### config.mk
export PLATFORM = sky130hd
export DESIGN_NAME = plru_victim_select
export DESIGN_NICKNAME = d
export VERILOG_FILES = /design/src/rtl/plru_victim_select_pkg.sv /design/src/rtl/plru_tree_logic.sv /design/src/rtl/plru_victim_select.sv
export SDC_FILE = /design/constraint.sdc
export NUM_CORES = 1
export LEC_CHECK = 0
export CAP_MARGIN = 20
export CORE_MARGIN = 3
export CORE_UTILIZATION = 55
export DETAILED_ROUTE_END_ITERATION = 10
export HOLD_SLACK_MARGIN = 0.02
export PLACE_DENSITY = 0.79
export SYNTH_ARGS = -nofsm -noshare
export SYNTH_HDL_FRONTEND = slang
export SYNTH_SLANG_ARGS = --single-unit
export TNS_END_PERCENT = 30
### constraint.sdc
create_clock -name clk -period 2.7 [get_ports clk]
set_clock_uncertainty 0.15 [all_clocks]
set_input_delay 0.405 -clock clk [delete_from_list [all_inputs] [get_ports clk]]
set_output_delay 0.405 -clock clk [all_outputs]
set_load 0.03 [all_outputs]
### src/rtl/plru_victim_select_pkg.sv
// Shared types and default sizing for the tree pseudo-LRU victim selector.
package plru_victim_select_pkg;

  localparam int unsigned DEFAULT_NUM_WAYS = 4;
  localparam int unsigned DEFAULT_NUM_SETS = 8;

  // One set's PLRU tree at the default associativity (NUM_WAYS-1 heap-ordered bits).
  typedef logic [DEFAULT_NUM_WAYS-2:0] plru_tree_t;

  // Flush sequencer states.
  typedef enum logic {
    ST_IDLE,
    ST_FLUSHING
  } flush_state_e;

endpackage

### src/rtl/plru_tree_logic.sv
// Combinational PLRU tree helpers: victim walk with invalid-first priority,
// and next-tree computation for a touched way.
module plru_tree_logic #(
  parameter  int unsigned NUM_WAYS = 4,
  localparam int unsigned WAY_W    = $clog2(NUM_WAYS)
) (
  input  logic [NUM_WAYS-2:0] i_req_tree,
  input  logic [NUM_WAYS-1:0] i_req_valid_vec,
  output logic [WAY_W-1:0]    o_victim,
  input  logic [NUM_WAYS-2:0] i_touch_tree,
  input  logic [WAY_W-1:0]    i_touch_way,
  output logic [NUM_WAYS-2:0] o_touch_tree_next
);

  logic [2*NUM_WAYS-2:0] w_reach;
  logic [WAY_W-1:0]      w_plru_way;
  logic [WAY_W-1:0]      w_inv_way;
  logic                  w_has_inv;

  // Walk from the root: mark each reached node's LRU child; exactly one leaf ends up marked.
  always_comb begin
    w_reach    = '0;
    w_reach[0] = 1'b1;
    for (int unsigned j = 0; j < NUM_WAYS - 1; j++) begin
      if (w_reach[j]) begin
        if (i_req_tree[j]) w_reach[2*j+2] = 1'b1;
        else               w_reach[2*j+1] = 1'b1;
      end
    end
    w_plru_way = '0;
    for (int unsigned w = 0; w < NUM_WAYS; w++) begin
      if (w_reach[NUM_WAYS-1+w]) w_plru_way = WAY_W'(w);
    end
  end

  // Lowest-index invalid way, if any.
  always_comb begin
    w_has_inv = 1'b0;
    w_inv_way = '0;
    for (int unsigned w = 0; w < NUM_WAYS; w++) begin
      if (!i_req_valid_vec[w] && !w_has_inv) begin
        w_has_inv = 1'b1;
        w_inv_way = WAY_W'(w);
      end
    end
  end

  assign o_victim = w_has_inv ? w_inv_way : w_plru_way;

  // Level l holds nodes (2^l - 1) + k; the path node is k == touch_way >> (WAY_W - l),
  // and it is pointed away from the side the touched way lies on.
  always_comb begin
    o_touch_tree_next = i_touch_tree;
    for (int unsigned l = 0; l < WAY_W; l++) begin
      for (int unsigned k = 0; k < (32'd1 << l); k++) begin
        if ((32'(i_touch_way) >> (WAY_W - l)) == k)
          o_touch_tree_next[(32'd1 << l) - 1 + k] = ~i_touch_way[WAY_W-1-l];
      end
    end
  end

endmodule

### src/rtl/plru_victim_select.sv
// Per-set tree pseudo-LRU replacement engine: registered victim lookup,
// touch updates and a one-set-per-cycle flush sequencer.
module plru_victim_select
  import plru_victim_select_pkg::*;
#(
  parameter  int unsigned NUM_WAYS = DEFAULT_NUM_WAYS,
  parameter  int unsigned NUM_SETS = DEFAULT_NUM_SETS,
  localparam int unsigned WAY_W    = $clog2(NUM_WAYS),
  localparam int unsigned SET_W    = $clog2(NUM_SETS)
) (
  input  logic                clk,
  input  logic                rst_n,
  input  logic                req_valid,
  input  logic [SET_W-1:0]    req_set,
  input  logic [NUM_WAYS-1:0] req_valid_vec,
  output logic                resp_valid,
  output logic [WAY_W-1:0]    resp_way,
  input  logic                touch_valid,
  input  logic [SET_W-1:0]    touch_set,
  input  logic [WAY_W-1:0]    touch_way,
  input  logic                flush,
  output logic                ready
);

  logic [NUM_WAYS-2:0] r_tree [NUM_SETS];
  flush_state_e        r_state;
  logic [SET_W-1:0]    r_flush_cnt;
  logic                r_ready;
  logic                r_resp_valid;
  logic [WAY_W-1:0]    r_resp_way;

  logic [NUM_WAYS-2:0] w_req_tree;
  logic [NUM_WAYS-2:0] w_touch_tree;
  logic [NUM_WAYS-2:0] w_touch_tree_next;
  logic [WAY_W-1:0]    w_victim;

  assign w_req_tree   = r_tree[req_set];
  assign w_touch_tree = r_tree[touch_set];

  plru_tree_logic #(
    .NUM_WAYS(NUM_WAYS)
  ) u_tree_logic (
    .i_req_tree        (w_req_tree),
    .i_req_valid_vec   (req_valid_vec),
    .o_victim          (w_victim),
    .i_touch_tree      (w_touch_tree),
    .i_touch_way       (touch_way),
    .o_touch_tree_next (w_touch_tree_next)
  );

  assign resp_valid = r_resp_valid;
  assign resp_way   = r_resp_way;
  assign ready      = r_ready;

  // Tree storage, response register and flush sequencer; a same-cycle request
  // sees the pre-touch tree because the victim is read from the registered state.
  always_ff @(posedge clk) begin
    if (!rst_n) begin
      r_tree       <= '{default: '0};
      r_state      <= ST_IDLE;
      r_flush_cnt  <= '0;
      r_ready      <= 1'b1;
      r_resp_valid <= 1'b0;
      r_resp_way   <= '0;
    end else begin
      r_resp_valid <= 1'b0;
      case (r_state)
        ST_IDLE: begin
          if (req_valid) begin
            r_resp_valid <= 1'b1;
            r_resp_way   <= w_victim;
          end
          if (flush) begin
            r_state     <= ST_FLUSHING;
            r_ready     <= 1'b0;
            r_flush_cnt <= '0;
          end else if (touch_valid) begin
            r_tree[touch_set] <= w_touch_tree_next;
          end
        end
        ST_FLUSHING: begin
          r_tree[r_flush_cnt] <= '0;
          r_flush_cnt         <= r_flush_cnt + 1'b1;
          if (r_flush_cnt == SET_W'(NUM_SETS - 1)) begin
            r_state <= ST_IDLE;
            r_ready <= 1'b1;
          end
        end
        default: begin
          r_state <= ST_IDLE;
          r_ready <= 1'b1;
        end
      endcase
    end
  end

endmodule

==> metrics.md, run 1 <==
| Metric | Value |
|---|---|
| Met1 Resource Use GR | 29.3% |
| Num Clock Sinks | 32 |
| Fin crit share | 83.1% |
| DR pass1 iterations | 4 |
| Total GRT Usage | 26.0% |
| Fillers | 271 |
| Worst path max stage delay | 0.62 ns |
| WL final | 4830 µm |
| Seq/Total Area, Yosys | 35.5% |
| Int Pwr | 639 µW |
| Max Root-Sink Buffers | 2 |
| Worst path cell trace | clkdlybuf4s50_1 -> mux2_2 -> a311oi_1 -> o21ai_0 -> o21ai_2 -> o21ai_0 |
| TNS Setup | 0 ns |
| Post-CTS sizing | 0 |
| Die H | 63.3 µm |
| Grt met3 use | 7.13% |
| Leakage | 0.000759 µW |
| Max VDD drop | 0.343 mV |
| Setup violations, final | 0 |
| Post-Synth Simple-Gate Area | 26.9% |
| Number of flops mapped to enable cells by yosys | 0 |
| CP endpoint kind | register |
| Syn Area/Cell | 8.94 µm² |
| DRT iter0 DRCs | 94 |
| Synth Instances | 202 |
| Dominant synthesized flop cell | dfxtp_1 |
| Setup WS post-layout | 0.457 ns |
| Gate power share | 15.6% |
| Fmax | 446 MHz |
| Syn. warnings | 0 |
| Number of placement rows | 20 |
| Layer with the highest usage | met2 |
| Post-DRT Antenna Nets | 0 |
| Clock share of power | 28.7% |
| TritonCTS clock tree | done |
| Clock Latency Late Sink | 0.33 ns |
| Layout cells sized above 1 | 10.6% |
| H-tree depth | 2 |
| Io pins | 21 |
| Vias in the first global route | 1717 |
| Slowest cell on crit path | clkdlybuf4s50_1 |
| Routed length per instance | 17.9 µm |
| Unrepaired setup endpoints after global routing | false |
| Post-Synth XOR/XNOR Area | 0% |
| Crit-path max FO | 7 |
| Post-synth top area cell | dfxtp_1 |
| Asr flop ratio synth | 0% |
| Starting Density | 58.2% |
| Total of max-cap violations | 0 |
| Max transition margin | 69.7% |
| First-pass GRT wire length | 8070 µm |
| Total die area | 0.00401 mm² |
| Post-Place Worst Slack | 0.140 ns |
| Area contributors post-synth | dfxtp_1, mux4_1, mux2i_1 |
| Layout Area Growth over Synthesis | 17.2% |
| Path type of the worst min-delay path | register to register |
| Ant. Diodes | 0 |
| Synth Area in Adders | 2.08% |
| Post-synth cell types | 44 |
| Number of port buffers | 20 |
| Initial antenna violation count | 0 |
| CP most frequent cell | o21ai_0 |
| Power density cells | 417 mW/mm² |
| Num CTS Buffers | 5 |
| Die W | 63.3 µm |
| Detailed placement HPWL | 3700 µm |
| Status | complete, no violations |
| Net Sw Frac | 27.6% |
| Power share of the sequential group | 55.7% |
| Worst-path clk slew | 0.10 ns |
| Largest net degree at the start of global routing | 15 |
| Slew Limit Fails | 0 |
| GRT overflow | 0 |
| Final Hold Viols | 0 |
| Critical path arrival | 2.30 ns |
| Area of the core | 0.00310 mm² |
| Post-synth top area share | 35.5% |
| Mux cell area share after synthesis | 16.6% |
| Post-synthesis compound-gate area fraction | 14.5% |
| Fin nets | 246 |
| Setup crit start kind | input pin |
| Post-synthesis cell area | 0.00181 mm² |
| NetSw | 243 µW |
| Largest family of logic cells by synthesized area | simple AND/OR/NAND/NOR gates |
| Total power | 882 µW |
| Cts hold-fix bufs | 0 |
| GR Layer Usage met2 | 46.0% |
| Synthesized flop and latch total | 32 |
| CP Class | input pin to register |
| Via Count | 1704 |
| Drt drc | 0 |
| Root buf cell | clkbuf_4 |
| Routed vias/inst | 6.31 |
| Tmin final | 2.24 ns |
| Critical path required time | 2.76 ns |
| Gpl congestion | 0.823 |
| Setup Fix Bufs, Post-CTS | 0 |
| Net Count, Synth | 222 |
| Worst-Margin Slew | 0.454 ns |
area by class of cell:
cell class                      instances  area [µm²]  area share [%]
Multi-Input combinational cell        153        1080            51.2
Sequential cell                        32         641            30.3
Timing Repair Buffer                   30         275            13.0
Tap cell                               44        55.1            2.60
Clock buffer                            6        41.3            1.95
Inverter                                4        15.0           0.710
Clock inverter                          1        5.00           0.237
registers in the layout (all words and copies together) (netlist names):
register,cells
ready,1
r_flush_cnt,3
r_state,1
resp_valid,1
resp_way,2
r_tree,24
through the flow:
step	hold slack [ns]	std cells	area, µm²	util (%)
global route	0.357	270	2120	68.2
CTS	0.334	270	2120	68.2
floorplan	0.277	202	1810	-
detailed placement	0.320	263	2070	66.7
global placement	0.312	263	2070	66.7
finish	0.330	270	2120	68.2
synthesized netlist by cell type, types with 2 or more instances:
master / number
clkbuf_1: 4
nor3b_1: 3
nand4b_1: 2
and2_1: 6
nor2b_1: 6
a21boi_0: 2
dfxtp_1: 32
nand3b_1: 4
a22oi_1: 2
o21ai_0: 15
mux2_2: 4
nor3_1: 2
mux4_1: 5
nor2_1: 15
nand2_1: 11
inv_1: 4
buf_2: 4
o21a_1: 2
mux2i_1: 10
nand3_1: 20
buf_1: 2
nand2b_1: 4
nor4bb_1: 2
nand4_1: 7
a21oi_1: 10
a211oi_1: 2
a31oi_1: 3
ha_1: 3
critical path, delay by kind of cell:
family / cells / cell delay, ns
mux: 1 / 0.38
compound gates: 4 / 0.90
buf+inv: 1 / 0.62
final timing paths:
path	from	to	slack [ns]	cells past startpoint
max	touch_set[0]	r_tree[17]$_SDFFE_PN0P_	0.46	6
min	resp_way[1]$_SDFFE_PN0P_	resp_way[1]$_SDFFE_PN0P_	0.33	2
max reg2reg	r_tree[2]$_SDFFE_PN0P_	r_tree[17]$_SDFFE_PN0P_	0.92	5
min reg2reg	resp_way[1]$_SDFFE_PN0P_	resp_way[1]$_SDFFE_PN0P_	0.33	2
layout by cell type (no fill, tap or decap), types with 2 or more instances in the layout:
cell type         n
a211oi_1          2
a21boi_0          2
a21oi_1          10
a22oi_1           2
a31oi_1           3
and2_1            6
buf_4            10
clkbuf_4          5
clkdlybuf4s50_1  20
dfxtp_1          32
ha_1              3
inv_1             4
mux2_2            4
mux2i_1          10
mux4_1            5
nand2_1          11
nand2b_1          4
nand3_1          20
nand3b_1          4
nand4_1           7
nand4b_1          2
nor2_1           15
nor2b_1           6
nor3_1            2
nor3b_1           3
nor4bb_1          2
o21a_1            2
o21ai_0          15
per-layer routing:
layer | wire length (µm) | vias up
met2 | 2270 | 82
met3 | 392 | 19
met4 | 194 | 0
met5 | 0 | -
met1 | 1970 | 798
li1 | - | 805
power by group through the flow:
stage | Clock [µW] | Sequential (µW) | Combinational [µW]
2_1_floorplan | 0 | 505 | 72.8
3_3_place_gp | 0 | 502 | 130
3_5_place_dp | 0 | 502 | 135
4_1_cts | 256 | 491 | 136
5_1_grt | 282 | 492 | 148
6_report | 253 | 491 | 138
cells by family (layout without fill, tap and decap cells):
kind of cell,Yosys count,count (layout)
AND/OR/NAND/NOR,87,87
buffers and inverters,17,41
flip-flops,32,32
multiplexers,20,20
adder cells (fa/ha/maj),3,3
AO/OA/AOI/OAI,43,43
(Power assumes the default switching activity.)
==> inputs of run 2 (changes only) <==
Settings changed: CORE_UTILIZATION 55 to 50, PLACE_DENSITY 0.79 to 0.75.
Clock period 2.7 ns to 2 ns, I/O delays scaled along.
==> run 2 against run 1 <==
Combinational power grew 53%; largest power group unchanged; clock power grew 37%; largest cell class unchanged; critical endpoint is now r_tree[11]$_SDFFE_PN0P_; cell count grew 7.4%; critical path type unchanged.
==> metrics.md, run 2 (synthesized netlist as in run 1, its figures left out) <==
| Metric | Value |
|---|---|
| H-tree depth | 2 (unchanged) |
| Met1 Resource Use GR | 29.9% (+0.55 points) |
| DR pass1 iterations | 4 (unchanged) |
| Power density cells | 540 mW/mm² (+29%) |
| Crit-path max FO | 6 (-1) |
| Vias in the first global route | 1747 (+1.7%) |
| Unrepaired setup endpoints after global routing | true |
| Critical path required time | 2.11 ns (-0.65 ns) |
| NetSw | 340 µW (+40%) |
| Routed vias/inst | 6.09 (-3.5%) |
| Io pins | 21 (unchanged) |
| Die H | 66.1 µm (+4.4%) |
| Root buf cell | clkbuf_4 |
| Tmin final | 1.96 ns |
| Total of max-cap violations | 0 (unchanged) |
| Status | complete, no violations |
| Fmax | 509 MHz |
| Hold Path End | resp_way[1]$_SDFFE_PN0P_ |
| Worst-Margin Slew | 0.370 ns (-0.0831 ns) |
| Max transition margin | 75.3% (+5.6 points) |
| Number of port buffers | 20 (unchanged) |
| Number of placement rows | 21 (+5.0%) |
| Int Pwr | 882 µW (+38%) |
| Fin crit share | 98.2% |
| Setup violations, final | 0 (unchanged) |
| Initial antenna violation count | 0 (unchanged) |
| CP endpoint kind | register |
| Layout Area Growth over Synthesis | 25.4% |
| TNS Setup | 0 ns (unchanged) |
| Die W | 66.1 µm (+4.4%) |
| Leakage | 0.000846 µW (+11%) |
| Min-delay src | resp_way[1]$_SDFFE_PN0P_ |
| Path type of the worst min-delay path | register to register |
| Total GRT Usage | 25.0% (-0.98 points) |
| Starting Density | 52.9% (-5.3 points) |
| Setup WS post-layout | 0.0369 ns (-0.421 ns) |
| Layout cells sized above 1 | 18.0% (+7.4 points) |
| Final Hold Viols | 0 (unchanged) |
| First-pass GRT wire length | 8140 µm (+0.77%) |
| Detailed placement HPWL | 3900 µm (+5.3%) |
| Num CTS Buffers | 5 (unchanged) |
| RR Startpoint | r_state$_SDFF_PN0_ |
| Post-Place Worst Slack | -0.411 ns (-0.550 ns) |
| Worst-path clk slew | 0.10 ns (about the same) |
| Setup crit start kind | input pin |
| Gate power share | 17.3% (+1.7 points) |
| GR Layer Usage met2 | 42.6% (-3.4 points) |
| Area of the core | 0.00342 mm² (+10%) |
| Via Count | 1767 (+3.7%) |
| GRT overflow | 0 (unchanged) |
| Slew Limit Fails | 0 (unchanged) |
| Routed length per instance | 17.6 µm (-1.6%) |
| Max reg flops | 24 (unchanged) |
| Biggest register | r_tree |
| WL final | 5100 µm (+5.7%) |
| Clock share of power | 28.3% (-0.4 points) |
| R2r endpoint | r_tree[21]$_SDFFE_PN0P_ |
| Design area | 0.00226 mm² (+7.0%) |
| Gpl congestion | 0.926 (+12%) |
| Clock Latency Late Sink | 0.34 ns (about the same) |
| Critical path arrival | 2.07 ns (-0.23 ns) |
| Layer with the highest usage | met2 |
| R2r setup slk | 0.17 ns (-0.75 ns) |
| Grt met3 use | 4.76% (-2.4 points) |
| CP Class | input pin to register |
| Fin nets | 264 (+7.3%) |
| TritonCTS clock tree | done |
| Net Sw Frac | 27.8% (+0.28 points) |
| Post-DRT Antenna Nets | 0 (unchanged) |
| Drt drc | 0 (unchanged) |
| Num Clock Sinks | 32 (unchanged) |
| DRT iter0 DRCs | 143 (+52%) |
| Fillers | 290 (+7.0%) |
| Most common cell after layout, fill and taps aside | dfxtp_1 |
| Area post-placement | 0.00221 mm² (+6.7%) |
| Max Root-Sink Buffers | 2 (unchanged) |
| Total power | 1220 µW (+39%) |
| Largest net degree at the start of global routing | 16 (+1) |
| Reg2Reg Depth | 6 (+1) |
| WHS Path Cells | 2 (unchanged) |
| Ant. Diodes | 0 (unchanged) |
| Total die area | 0.00437 mm² (+9.0%) |
| Max VDD drop | 0.327 mV (-4.9%) |
| Most frequent cells in the layout | dfxtp_1, buf_4, nand3_1 |
| Power share of the sequential group | 54.4% (-1.3 points) |
run 2: worst max-delay path, cell delays in order:
cell and delay [ns]:
clkdlybuf4s50_1 0.62, nor4bb_2 0.43, a311oi_1 0.09, o21ai_1 0.18, o21ai_2 0.12, buf_4 0.16, o21ai_0 0.17
run 2: how the worst max path moves through the flow:
stage | cells past startpoint | to | startpoint | slack [ns]
after global placement | 5 | resp_way[0]$_SDFFE_PN0P_ | req_set[0] | -0.31
after global routing | 7 | r_tree[11]$_SDFFE_PN0P_ | touch_set[1] | -0.02
after CTS | 7 | r_tree[11]$_SDFFE_PN0P_ | touch_set[0] | 0.01
after floorplan | 5 | resp_way[0]$_SDFFE_PN0P_ | req_set[0] | 0.25
final | 7 | r_tree[11]$_SDFFE_PN0P_ | touch_set[1] | 0.04
after detailed placement | 5 | resp_way[0]$_SDFFE_PN0P_ | req_set[0] | -0.41
run 2: cell type report:
| cell class | instances | area (µm²) | area share [%] |
|---|---|---|---|
| multi-input combinational | 153 | 1100 | 48.4 |
| inverter | 4 | 15.0 | 0.663 |
| timing repair buffer | 48 | 409 | 18.1 |
| sequential | 32 | 641 | 28.3 |
| tap | 46 | 57.6 | 2.54 |
| clock buffer | 6 | 41.3 | 1.82 |
| clock inverter | 1 | 5.00 | 0.221 |
run 2: per-stage QoR:
| step | util, % | std cells | hold WS, ns |
|---|---|---|---|
| 3_5_place_dp | 64.6 | 283 | 0.314 |
| 6_report | 66.3 | 290 | 0.331 |
| 2_1_floorplan | - | 202 | 0.277 |
| 5_1_grt | 66.3 | 290 | 0.359 |
| 3_3_place_gp | 64.6 | 283 | 0.310 |
| 4_1_cts | 65.9 | 290 | 0.330 |
run 2: what timing repair did:
| item | CTS | global route |
|---|---|---|
| gates resized for setup | 1 | 3 |
| hold buffers | 0 | 0 |
| setup buffers | 0 | 0 |
| endpoints found under the setup margin | 1 | 9 |
| endpoints found under the hold margin | 0 | 0 |
run 2: routing by layer:
metal  share of wire (%)  up-vias
li1                    -      834
met1                  43      841
met2                  48       80
met3                 6.1       12
met4                 2.7        0
met5                   0        -
run 2: power by group through the flow:
stage,Sequential (µW),Combinational (µW),Clock (µW)
floorplan,682,98.2,0
global placement,677,201,0
detailed placement,679,207,0
CTS,664,207,352
global route,666,226,383
finish,665,211,346
==> inputs of run 3 (changes only) <==
Settings changed: CORE_UTILIZATION 50 to 55, PLACE_DENSITY 0.75 to 0.79.
Clock period 2 ns to 1.85 ns, I/O delays scaled along.
==> run 3 against run 2 <==
Final area increased by 3.9%; setup slack improved by 0.0068 ns; critical path depth decreased by 6; utilization increased by 9.5 points; die area decreased by 8.3%; clock power increased by 79%; combinational power increased by 13%; worst hold slack improved by 0.025 ns; wire length increased by 7.3%; via count increased by 4.9%; first-iteration DRC count increased by 6.3%; sequential power increased by 7.8%.
==> metrics.md, run 3 (synthesized netlist as in run 1, its figures left out) <==
| Metric | Value |
|---|---|
| Slowest cell on crit path | clkdlybuf4s50_1 |
| Ant. Diodes | 0 (unchanged) |
| Num CTS Buffers | 5 (unchanged) |
| Fin crit share | 97.6% |
| Die H | 63.3 µm (-4.2%) |
| Final std cells w/o fill | 292 (+0.69%) |
| WL final | 5470 µm (+7.3%) |
| Clock Latency Late Sink | 0.35 ns (about the same) |
| Vias in the first global route | 1869 (+7.0%) |
| Fin nets | 267 (+1.1%) |
| Starting Density | 58.2% (+5.3 points) |
| Detailed placement HPWL | 3900 µm (about the same) |
| Layout cells sized above 1 | 20.2% (+2.1 points) |
| Max transition margin | 75.4% (+0.12 points) |
| Most common cell after layout, fill and taps aside | dfxtp_1 |
| CP endpoint kind | output port |
| Drt drc | 0 (unchanged) |
| DR pass1 iterations | 7 (+3) |
| Max VDD drop | 0.438 mV (+34%) |
| Num Clock Sinks | 32 (unchanged) |
| Critical path arrival | 1.38 ns (-0.69 ns) |
| Via Count | 1854 (+4.9%) |
| Worst path max stage delay | 0.67 ns (+0.05 ns) |
| Leakage | 0.000900 µW (+6.4%) |
| Final Hold Viols | 0 (unchanged) |
| Routed vias/inst | 6.35 (+4.2%) |
| Slew Limit Fails | 0 (unchanged) |
| Setup crit start kind | register |
| Root buf cell | clkbuf_4 |
| H-tree depth | 2 (unchanged) |
| Worst path top cell family by delay | buffers and inverters |
| Critical path required time | 1.42 ns (-0.69 ns) |
| Total GRT Usage | 29.6% (+4.6 points) |
| Number of placement rows | 20 (-4.8%) |
| Post-Place Worst Slack | -0.510 ns (-0.0999 ns) |
| Path type of the worst min-delay path | register to register |
| Fmax | 554 MHz |
| Placed insts | 282 (-0.35%) |
| Biggest register | r_tree |
| Worst-path clk slew | 0.11 ns (about the same) |
| CP Class | register to output port |
| Layout Area Growth over Synthesis | 30.3% |
| Buf+Inv Stages, Crit Path | 1 (-1) |
| Most frequent cells in the layout | dfxtp_1, buf_4, nand3_1 |
| First-pass GRT wire length | 9110 µm (+12%) |
| TritonCTS clock tree | done |
| Total of max-cap violations | 0 (unchanged) |
| Worst path cell trace | clkdlybuf4s50_1 |
| GRT overflow | 0 (unchanged) |
| Unrepaired setup endpoints after global routing | true |
| Max Root-Sink Buffers | 2 (unchanged) |
| Area of the core | 0.00310 mm² (-9.2%) |
| Crit-path max FO | 2 (-4) |
| Total die area | 0.00401 mm² (-8.3%) |
| Tmin final | 1.81 ns |
| Largest net degree at the start of global routing | 21 (+5) |
| Post-DRT Antenna Nets | 0 (unchanged) |
| Worst-Margin Slew | 0.366 ns (-0.00470 ns) |
| Total power | 1570 µW (+29%) |
| Setup WS post-layout | 0.0437 ns (+0.00679 ns) |
| Io pins | 21 (unchanged) |
| Number of port buffers | 20 (unchanged) |
| TNS Setup | 0 ns (unchanged) |
| Routed length per instance | 18.7 µm (+6.5%) |
| Status | complete, no violations |
| DRT iter0 DRCs | 152 (+6.3%) |
| Setup violations, final | 0 (unchanged) |
| Initial antenna violation count | 0 (unchanged) |
| Die W | 63.3 µm (-4.2%) |
| Power density cells | 669 mW/mm² (+24%) |
| Max reg flops | 24 (unchanged) |
| Gpl congestion | 0.936 (+1.1%) |
run 3: final cells by class:
cell class / count / area (µm²)
Sequential cell: 32 / 641
Fill cell: 252 / 751
Tap cell: 44 / 55.1
Inverter: 4 / 15.0
Clock inverter: 1 / 30.0
Timing Repair Buffer: 51 / 435
Clock buffer: 7 / 65.1
Multi-Input combinational cell: 153 / 1110
run 3: worst paths after layout:
kind	start	slack (ns)	cells past startpoint	endpoint
worst max-delay path	ready$_SDFFE_PN1P_	0.04	1	ready
worst min-delay path	r_tree[2]$_SDFFE_PN0P_	0.36	2	r_tree[2]$_SDFFE_PN0P_
worst max register to register	r_tree[3]$_SDFFE_PN0P_	0.14	4	resp_way[0]$_SDFFE_PN0P_
worst min register to register	r_tree[2]$_SDFFE_PN0P_	0.36	2	r_tree[2]$_SDFFE_PN0P_
run 3: worst min-delay path, stage by stage (launching register included):
cell,delay [ns]
dfxtp_1,0.34
nand3_1,0.07
mux2i_1,0.06
run 3: metal layers:
metal	global-route usage, %	vias to the layer above	wire, µm
met5	0	-	0
met4	16.2	0	267
met3	6.77	30	487
met2	49.5	107	2620
met1	34.9	869	2100
li1	-	848	-
run 3: timing repair:
item	CTS	global route
endpoints found under the setup margin	21	16
hold buffers	0	0
pin swaps	3	0
setup buffers	2	0
resized for setup	8	4
gates cloned	0	0
run 3: stage by stage:
step,hold WS [ns],instance area [µm²],util (%)
finish,0.356,2350,75.8
global route,0.373,2350,75.8
CTS,0.351,2340,75.3
detailed placement,0.329,2210,71.3
global placement,0.312,2210,71.3
floorplan,0.277,1810,-
run 3: where the power goes:
| group | switching [µW] | leakage (µW) | total, µW | internal [µW] |
|---|---|---|---|---|
| Combinational | 124 | 0.000589 | 239 | 114 |
| Clock | 260 | 0.0000515 | 619 | 359 |
| Sequential | 14.6 | 0.000259 | 717 | 702 |
| Total | 399 | 0.000900 | 1570 | 1180 |
